--- config.mk ---
export PLATFORM = sky130hd
export DESIGN_NAME = svtypes_chan_bank_flat
export DESIGN_NICKNAME = d
export VERILOG_FILES = /design/src/rtl/svtypes_chan_bank_pkg.sv /design/src/rtl/svtypes_chan_bank_if.sv /design/src/rtl/svtypes_chan_bank_cell.sv /design/src/rtl/svtypes_chan_bank.sv /design/src/flat_wrapper.sv
export SDC_FILE = /design/constraint.sdc
export NUM_CORES = 1
export LEC_CHECK = 0
export CORE_ASPECT_RATIO = 1.1
export CORE_MARGIN = 8
export CORE_UTILIZATION = 54
export CTS_BUF_LIST = sky130_fd_sc_hd__clkbuf_8
export CTS_CLUSTER_SIZE = 14
export DETAILED_ROUTE_END_ITERATION = 10
export PLACE_DENSITY = 0.87
export SYNTH_ARGS = -nofsm -noshare
export SYNTH_HDL_FRONTEND = slang
export SYNTH_SLANG_ARGS = --single-unit
--- constraint.sdc ---
create_clock -name clk -period 3.37 [get_ports clk]
set_clock_uncertainty 0.2 [all_clocks]
set_input_delay 0.674 -clock clk [delete_from_list [all_inputs] [get_ports clk]]
set_output_delay 0.674 -clock clk [all_outputs]
set_load 0.01 [all_outputs]
--- src/rtl/svtypes_chan_bank_pkg.sv ---
// ----------------------------------------------------------------------------
// svtypes_pkg
// Shared types and constants for the svtypes channel bank.
//   bank_state_t  : bank sequencing state (INIT sweep, then IDLE service)
//   svt_user_t    : single-bit user typedef kept for the typedef regressions
//   DEFAULT_WIDTH : default channel data width
// ----------------------------------------------------------------------------
package svtypes_pkg;

    typedef enum logic {
        INIT = 1'b0,
        IDLE = 1'b1
    } bank_state_t;

    typedef logic svt_user_t;

    localparam int DEFAULT_WIDTH = 8;

endpackage : svtypes_pkg

--- src/rtl/svtypes_chan_bank_if.sv ---
// ----------------------------------------------------------------------------
// svtypes_chan_bank_if
// Procedural write bus of the channel bank.
//   wr_valid : write request            (master -> slave)
//   wr_chan  : target channel index     (master -> slave)
//   wr_data  : write data               (master -> slave)
//   wr_ready : bank can accept a write  (slave -> master)
//   wr_err   : one-cycle pulse, accepted write was dropped (slave -> master)
// ----------------------------------------------------------------------------
interface svtypes_chan_bank_if #(
    parameter int WIDTH = 8,
    parameter int NCHAN = 4
);
    localparam int CW = (NCHAN > 1) ? $clog2(NCHAN) : 1;

    logic             wr_valid;
    logic             wr_ready;
    logic [CW-1:0]    wr_chan;
    logic [WIDTH-1:0] wr_data;
    logic             wr_err;

    modport master (
        output wr_valid,
        output wr_chan,
        output wr_data,
        input  wr_ready,
        input  wr_err
    );

    modport slave (
        input  wr_valid,
        input  wr_chan,
        input  wr_data,
        output wr_ready,
        output wr_err
    );

endinterface : svtypes_chan_bank_if

--- src/rtl/svtypes_chan_bank_cell.sv ---
// ----------------------------------------------------------------------------
// svtypes_chan_cell
// One storage channel of the bank.
//   IS_NET = 0 : variable channel. Holds a value; a continuous drive
//                overrides storage and wins over a simultaneous write.
//   IS_NET = 1 : net channel. No storage; value is cont_data_i when driven,
//                INIT_VAL otherwise.
// Ports:
//   clk_i, rst_i  : clock, synchronous active-high reset
//   wr_en_i       : write strobe (procedural or init-sweep write)
//   wr_data_i     : write data
//   cont_en_i     : continuous-drive enable
//   cont_data_i   : continuous-drive value
//   value_o       : current channel value
//   conflict_o    : pulse, variable channel is being continuously driven
// ----------------------------------------------------------------------------
module svtypes_chan_cell #(
    parameter int               WIDTH    = 8,
    parameter bit               IS_NET   = 1'b0,
    parameter logic [WIDTH-1:0] INIT_VAL = '0
) (
    input  logic             clk_i,
    input  logic             rst_i,
    input  logic             wr_en_i,
    input  logic [WIDTH-1:0] wr_data_i,
    input  logic             cont_en_i,
    input  logic [WIDTH-1:0] cont_data_i,
    output logic [WIDTH-1:0] value_o,
    output logic             conflict_o
);

    logic [WIDTH-1:0] storage_q;
    logic [WIDTH-1:0] storage_d;

    // Next-state storage: continuous drive beats any write; net cells never store.
    always_comb begin
        storage_d = storage_q;
        if ((IS_NET == 1'b0) && cont_en_i) begin
            storage_d = cont_data_i;
        end else if ((IS_NET == 1'b0) && wr_en_i) begin
            storage_d = wr_data_i;
        end else begin
            storage_d = storage_q;
        end
    end

    // Storage register, cleared by reset.
    always_ff @(posedge clk_i) begin
        if (rst_i) begin
            storage_q <= {WIDTH{1'b0}};
        end else begin
            storage_q <= storage_d;
        end
    end

    // Net cells present their drive combinationally; variable cells present storage.
    always_comb begin
        if (IS_NET == 1'b1) begin
            value_o    = cont_en_i ? cont_data_i : INIT_VAL;
            conflict_o = 1'b0;
        end else begin
            value_o    = storage_q;
            conflict_o = cont_en_i;
        end
    end

endmodule : svtypes_chan_cell

--- src/rtl/svtypes_chan_bank.sv ---
// ----------------------------------------------------------------------------
// svtypes_chan_bank
// Bank of NCHAN typed channels (variable or net, chosen by NET_MASK).
// After reset an INIT sweep loads INIT_VAL into each variable channel, one
// channel per cycle, then the bank services procedural writes.
// Ports:
//   clk, rst        : clock, synchronous active-high reset
//   wr_bus          : write bus (valid/ready/chan/data/err), slave side
//   cont_en_i       : per-channel continuous-drive enable
//   cont_data_i     : continuous-drive values, channel i at [i*WIDTH +: WIDTH]
//   rd_chan_i       : read select
//   rd_data_o       : registered read data (0 for an out-of-range select)
//   init_done_o     : INIT sweep complete
//   conflict_o      : sticky per-channel mixed-driver flags
//   conflict_cnt_o  : saturating conflict event count, only when
//                     SVTYPES_CONFLICT_CNT_EN is defined
// ----------------------------------------------------------------------------
module svtypes_chan_bank
    import svtypes_pkg::*;
#(
    parameter int                 WIDTH    = DEFAULT_WIDTH,
    parameter int                 NCHAN    = 4,
    parameter logic [WIDTH-1:0]   INIT_VAL = '0,
    parameter logic [NCHAN-1:0]   NET_MASK = '0,
    localparam int                CW       = (NCHAN > 1) ? $clog2(NCHAN) : 1
) (
    input  logic                   clk,
    input  logic                   rst,
    svtypes_chan_bank_if.slave     wr_bus,
    input  logic [NCHAN-1:0]       cont_en_i,
    input  logic [NCHAN*WIDTH-1:0] cont_data_i,
    input  logic [CW-1:0]          rd_chan_i,
    output logic [WIDTH-1:0]       rd_data_o,
    output logic                   init_done_o,
    output logic [NCHAN-1:0]       conflict_o
`ifdef SVTYPES_CONFLICT_CNT_EN
    ,
    output logic [7:0]             conflict_cnt_o
`endif
);

    localparam logic [CW-1:0] LAST_CH = CW'(NCHAN - 1);

    bank_state_t      state_q,     state_d;
    logic [CW-1:0]    init_ptr_q,  init_ptr_d;
    logic             init_done_q, init_done_d;
    logic             wr_ready_q,  wr_ready_d;
    logic             wr_err_q,    wr_err_d;
    logic [WIDTH-1:0] rd_data_q,   rd_data_d;
    logic [NCHAN-1:0] conflict_q,  conflict_d;

    logic             wr_accept_s;
    logic             wr_in_range_s;
    logic             wr_tgt_net_s;
    logic [NCHAN-1:0] cell_wr_en_s;
    logic [WIDTH-1:0] cell_wr_data_s;
    logic [WIDTH-1:0] cell_val_s   [NCHAN];
    logic [NCHAN-1:0] cell_confl_s;

    assign wr_accept_s   = wr_bus.wr_valid && wr_ready_q;
    assign wr_in_range_s = ({1'b0, wr_bus.wr_chan} < (CW+1)'(NCHAN));

    // Sequencer: INIT walks init_ptr across every channel once, then parks in IDLE.
    always_comb begin
        state_d     = state_q;
        init_ptr_d  = init_ptr_q;
        init_done_d = init_done_q;
        wr_ready_d  = wr_ready_q;
        case (state_q)
            INIT: begin
                if (init_ptr_q == LAST_CH) begin
                    state_d     = IDLE;
                    init_ptr_d  = {CW{1'b0}};
                    init_done_d = 1'b1;
                    wr_ready_d  = 1'b1;
                end else begin
                    init_ptr_d  = init_ptr_q + {{(CW-1){1'b0}}, 1'b1};
                end
            end
            IDLE: begin
                state_d = IDLE;
            end
            default: begin
                state_d = INIT;
            end
        endcase
    end

    // Per-channel write strobes: init-sweep writes in INIT, accepted bus writes in IDLE.
    always_comb begin
        cell_wr_en_s = {NCHAN{1'b0}};
        wr_tgt_net_s = 1'b0;
        if (state_q == INIT) begin
            cell_wr_data_s = INIT_VAL;
        end else begin
            cell_wr_data_s = wr_bus.wr_data;
        end
        for (int i = 0; i < NCHAN; i++) begin
            if ((state_q == INIT) && (init_ptr_q == CW'(i))) begin
                cell_wr_en_s[i] = ~NET_MASK[i];
            end else if (wr_accept_s && ({1'b0, wr_bus.wr_chan} == (CW+1)'(i))) begin
                cell_wr_en_s[i] = ~NET_MASK[i];
                wr_tgt_net_s    = NET_MASK[i];
            end else begin
                cell_wr_en_s[i] = 1'b0;
            end
        end
    end

    // Dropped-write flag: net target or index past the last channel.
    always_comb begin
        if (wr_accept_s) begin
            wr_err_d = wr_tgt_net_s || !wr_in_range_s;
        end else begin
            wr_err_d = 1'b0;
        end
    end

    // Read mux; an out-of-range select matches no channel and reads zero.
    always_comb begin
        rd_data_d = {WIDTH{1'b0}};
        for (int i = 0; i < NCHAN; i++) begin
            rd_data_d = rd_data_d |
                (({1'b0, rd_chan_i} == (CW+1)'(i)) ? cell_val_s[i] : {WIDTH{1'b0}});
        end
    end

    assign conflict_d = conflict_q | cell_confl_s;

    // Channel cells.
    for (genvar g = 0; g < NCHAN; g++) begin : g_cell
        svtypes_chan_cell #(
            .WIDTH    (WIDTH),
            .IS_NET   (NET_MASK[g]),
            .INIT_VAL (INIT_VAL)
        ) u_cell (
            .clk_i       (clk),
            .rst_i       (rst),
            .wr_en_i     (cell_wr_en_s[g]),
            .wr_data_i   (cell_wr_data_s),
            .cont_en_i   (cont_en_i[g]),
            .cont_data_i (cont_data_i[g*WIDTH +: WIDTH]),
            .value_o     (cell_val_s[g]),
            .conflict_o  (cell_confl_s[g])
        );
    end

    // Control and output registers.
    always_ff @(posedge clk) begin
        if (rst) begin
            state_q     <= INIT;
            init_ptr_q  <= {CW{1'b0}};
            init_done_q <= 1'b0;
            wr_ready_q  <= 1'b0;
            wr_err_q    <= 1'b0;
            rd_data_q   <= {WIDTH{1'b0}};
            conflict_q  <= {NCHAN{1'b0}};
        end else begin
            state_q     <= state_d;
            init_ptr_q  <= init_ptr_d;
            init_done_q <= init_done_d;
            wr_ready_q  <= wr_ready_d;
            wr_err_q    <= wr_err_d;
            rd_data_q   <= rd_data_d;
            conflict_q  <= conflict_d;
        end
    end

    assign wr_bus.wr_ready = wr_ready_q;
    assign wr_bus.wr_err   = wr_err_q;
    assign rd_data_o       = rd_data_q;
    assign init_done_o     = init_done_q;
    assign conflict_o      = conflict_q;

`ifdef SVTYPES_CONFLICT_CNT_EN
    logic [7:0] cnt_q, cnt_d;
    logic [5:0] confl_pop_s;
    logic [8:0] cnt_sum_s;

    // Count of variable channels driven this edge, added with saturation at 255.
    always_comb begin
        confl_pop_s = 6'd0;
        for (int i = 0; i < NCHAN; i++) begin
            confl_pop_s = confl_pop_s + {5'd0, cell_confl_s[i]};
        end
        cnt_sum_s = {1'b0, cnt_q} + {3'd0, confl_pop_s};
        if (cnt_sum_s > 9'd255) begin
            cnt_d = 8'hFF;
        end else begin
            cnt_d = cnt_sum_s[7:0];
        end
    end

    // Conflict event counter register.
    always_ff @(posedge clk) begin
        if (rst) begin
            cnt_q <= 8'd0;
        end else begin
            cnt_q <= cnt_d;
        end
    end

    assign conflict_cnt_o = cnt_q;
`endif

endmodule : svtypes_chan_bank

--- src/flat_wrapper.sv ---
// flat-port wrapper written by rule: the top's interface ports become plain ports
module svtypes_chan_bank_flat import svtypes_pkg::*;
#(
    parameter int                 WIDTH    = DEFAULT_WIDTH,
    parameter int                 NCHAN    = 4,
    parameter logic [WIDTH-1:0]   INIT_VAL = '0,
    parameter logic [NCHAN-1:0]   NET_MASK = '0,
    localparam int                CW       = (NCHAN > 1) ? $clog2(NCHAN) : 1
)
  (clk, rst, cont_en_i, cont_data_i, rd_chan_i, rd_data_o, init_done_o, conflict_o, wr_bus_wr_valid, wr_bus_wr_chan, wr_bus_wr_data, wr_bus_wr_ready, wr_bus_wr_err);
  svtypes_chan_bank_if #(.WIDTH(WIDTH), .NCHAN(NCHAN)) wr_bus_i ();
  input  logic clk;
  input  logic rst;
  input  logic [NCHAN-1:0] cont_en_i;
  input  logic [NCHAN*WIDTH-1:0] cont_data_i;
  input  logic [CW-1:0] rd_chan_i;
  output logic [WIDTH-1:0] rd_data_o;
  output logic init_done_o;
  output logic [NCHAN-1:0] conflict_o;
  input wire logic [$bits(wr_bus_i.wr_valid)-1:0] wr_bus_wr_valid;
  input wire logic [$bits(wr_bus_i.wr_chan)-1:0] wr_bus_wr_chan;
  input wire logic [$bits(wr_bus_i.wr_data)-1:0] wr_bus_wr_data;
  output wire logic [$bits(wr_bus_i.wr_ready)-1:0] wr_bus_wr_ready;
  output wire logic [$bits(wr_bus_i.wr_err)-1:0] wr_bus_wr_err;
  assign wr_bus_i.wr_valid = wr_bus_wr_valid;
  assign wr_bus_i.wr_chan = wr_bus_wr_chan;
  assign wr_bus_i.wr_data = wr_bus_wr_data;
  assign wr_bus_wr_ready = wr_bus_i.wr_ready;
  assign wr_bus_wr_err = wr_bus_i.wr_err;
  svtypes_chan_bank #(.WIDTH(WIDTH), .NCHAN(NCHAN), .INIT_VAL(INIT_VAL), .NET_MASK(NET_MASK)) u_core (.clk(clk), .rst(rst), .wr_bus(wr_bus_i), .cont_en_i(cont_en_i), .cont_data_i(cont_data_i), .rd_chan_i(rd_chan_i), .rd_data_o(rd_data_o), .init_done_o(init_done_o), .conflict_o(conflict_o));
endmodule
==> summary.md <==
| Metric | Value |
|---|---|
| Vias in the first global route | 2238 |
| Gr ovfl total | 0 |
| Initial antenna violation count | 0 |
| Crit. End Element | register |
| CTS tree | yes |
| Final WL | 7011 µm |
| Cell depth of the worst min-delay path | 2 |
| Most frequent cells in the layout | clkdlybuf4s50_1 (63), dfxtp_1 (48), nand3b_1 (25), nand2_1 (24), nor2_1 (22) |
| Reg2reg start | u_core.init_ptr_q[0]$_SDFFE_PP0N_ |
| DR iter-0 viols | 231 |
| Die height | 87.77 µm |
| Required time of the critical path | 3390 ps |
| Critical path launch point type | primary input |
| Worst R2R End | u_core.g_cell[1].u_cell.value_o[3]$_SDFFE_PP0P_ |
| Most common cell after layout, fill and taps aside | clkdlybuf4s50_1 |
| Final instance area | 3242 µm² |
| Initial Util | 55.13% |
| Nets | 371 |
| # setup viols final | 0 |
| Least-Margin Pin Slew | 1023 ps |
| Row cnt | 26 |
| IO Port Bufs | 64 |
| FF-to-FF path depth | 4 |
| Inserted Clock Buffers | 5 |
| CTS root buf | clkbuf_8 |
| P_leak | 1.168 nW |
| Total number of vias | 2276 |
| Largest net degree at the start of global routing | 49 |
| Uppermost routed layer | met4 |
| YS warnings | 0 |
| H-tree Lvls | 2 |
| Wire length per cell | 18.80 µm |
| First drt pass iteration count | 4 |
| Synthesized area | 2529 µm² |
| Detail Placement HPWL | 5179 µm |
| Area grow syn2layout | 28.20% |
| Cell count after synthesis | 268 |
| Max rail drop VDD | 248.9 µV |
| Antenna diodes | 0 |
| Distinct cells, synth | 31 |
| Status | finished clean |
| HP Class | register to register |
| Max-cap violations | 0 |
| Reg-to-reg setup timing slack | 1230 ps |
| First-pass GRT wire length | 11420 µm |
| Gr usage total | 20.72% |
| CTS sink count | 48 |
| RSZ-0062 raised after global routing | no |
| Rel. slew slack | 31.83% |
| Power Density | 457.9 nW/µm² |
| Clock-pin slew on the worst setup and hold paths | 80 ps |
| Pins Over Slew Limit | 0 |
| Maximum fanout along the worst path | 9 |
| Fraction of layout cells with a size suffix above 1 | 15.14% |
| DRT antenna net count | 0 |
| M1 WL | 2814 µm |
| CTS resizes | 0 |
| Gpl congestion | 0.8809 |
| Core ar. | 4587 µm² |
| Post-CTS Setup Repair Bufs | 0 |
| Vias/cell | 6.102 |
| Final Cycle Share | 71.43% |
| Area after DPL | 3149 µm² |
| # DRC | 0 |
| I/O pins | 66 |
| Worst setup startpoint | wr_bus_wr_chan[1] |
| F_max | 415.4 MHz |
| Synthesized Nets | 323 |
| Fin Setup TNS | 0 ps |
| Crit path arrival time | 2420 ps |
| Met3 Wirelength | 506 µm |
| Fin. Hold Viols | 0 |
| CTS Buffer Depth | 2 |
| Sequential element share of the synthesized area | 38.00% |
| Kind of critical path | primary input to register |
| Synth Register Bits | 48 |
| Final Critical Period | 2407 ps |
| CTS Hold Bufs | 0 |
| Syn Area/Cell | 9.435 µm² |
| Critical path endpoint | u_core.g_cell[1].u_cell.value_o[3]$_SDFFE_PP0P_ |
| Worst skew pair latency | 310 ps |
| Met2 wire length | 3505 µm |
| Die Area | 7131 µm² |
| Die X | 81.25 µm |
==> cell families (layout without fill, tap and decap cells) <==
logic type / count (synthesis) / after routing / share of synthesized area (%)
AO/OA/AOI/OAI: 57 / 57 / 21.18
multiplexers: 9 / 9 / 7.521
buffers and inverters: 33 / 82 / 5.888
adder cells (fa/ha/maj): 4 / 4 / 1.979
other: 1 / 1 / 0.1483
flip-flops: 48 / 48 / 38.00
AND/OR/NAND/NOR: 116 / 116 / 25.28
==> synthesized netlist by cell type (all sizes together) <==
cell	count	area, µm²
nand2	24	90.09
a221oi	8	70.07
a21oi	1	5.000
nor3	9	45.04
a31o	8	70.07
a311oi	16	240.2
or3	2	12.51
nor2	22	82.58
a21o	8	60.06
o21ai	8	40.04
nand2b	2	12.51
and4b	1	10.01
nor4bb	1	10.01
inv	3	11.26
nand3	1	5.000
ha	4	50.05
nand4b	1	8.760
buf	14	77.57
mux2i	1	10.01
clkbuf	16	60.06
nor2b	11	68.82
nand3b	25	187.7
a31oi	8	50.05
mux4	8	180.2
nand4	1	6.260
conb	1	3.750
nor4	16	100.1
dfxtp	48	960.9
==> per-stage QoR <==
| stage | hold WS (ps) | worst slack (ps) | power [mW] | utilization [%] | std cells |
|---|---|---|---|---|---|
| 3_5_place_dp | 256.6 | 659.9 | 1.138 | 68.66 | 365 |
| 5_1_grt | 294.6 | 909.9 | 1.566 | 70.68 | 373 |
| 4_1_cts | 276.1 | 989.3 | 1.489 | 70.68 | 373 |
| 6_report | 271.2 | 962.7 | 1.485 | 70.68 | 373 |
| 3_3_place_gp | 248.0 | 730.3 | 1.120 | 68.66 | 365 |
| 2_1_floorplan | 289.6 | 1413 | 0.9828 | - | 268 |
==> registers in the layout, indices dropped and copies added (netlist names) <==
signal and count:
u_core.g_cell.u_cell.value_o 32, u_core.init_ptr_q 2, u_core.state_q 1, u_core.conflict_o 4, u_core.init_done_o 1, u_core.rd_data_o 8
==> layer usage <==
metal / GRT usage, % / up-vias
met5: 0 / -
met4: 8.943 / 0
met3: 5.441 / 14
met2: 34.82 / 99
met1: 24.10 / 1062
li1: - / 1101
==> where the power goes <==
part           internal [mW]  switching [mW]  leakage, nW
clock network          0.164           0.189       0.0510
registers              0.640          0.0543        0.397
logic                  0.221           0.216        0.720
total                   1.03           0.460         1.17
==> worst min-delay path by stage <==
| stage | startpoint | to | slack, ps |
|---|---|---|---|
| after floorplan | u_core.conflict_o[0]$_SDFF_PP0_ | u_core.conflict_o[0]$_SDFF_PP0_ | 290 |
| after global placement | u_core.conflict_o[2]$_SDFF_PP0_ | u_core.conflict_o[2]$_SDFF_PP0_ | 250 |
| after detailed placement | u_core.conflict_o[3]$_SDFF_PP0_ | u_core.conflict_o[3]$_SDFF_PP0_ | 260 |
| after CTS | u_core.conflict_o[2]$_SDFF_PP0_ | u_core.conflict_o[2]$_SDFF_PP0_ | 280 |
| after global routing | u_core.conflict_o[3]$_SDFF_PP0_ | u_core.conflict_o[3]$_SDFF_PP0_ | 290 |
| final | u_core.conflict_o[2]$_SDFF_PP0_ | u_core.conflict_o[2]$_SDFF_PP0_ | 270 |
==> critical path, stage by stage <==
cell,delay [ps]
clkdlybuf4s50_1,510
and4b_1,340
or3_1,620
a311oi_2,270
==> final cells by class <==
type / count / area, µm²
Fill cell: 348 / 1345
Clock inverter: 2 / 10.01
Clock buffer: 6 / 82.58
Multi-Input combinational cell: 187 / 1419
Sequential cell: 48 / 960.9
Tap cell: 56 / 70.07
Timing Repair Buffer: 71 / 688.2
Inverter: 3 / 11.26
Note: power is estimated with default switching activity, not from simulation.
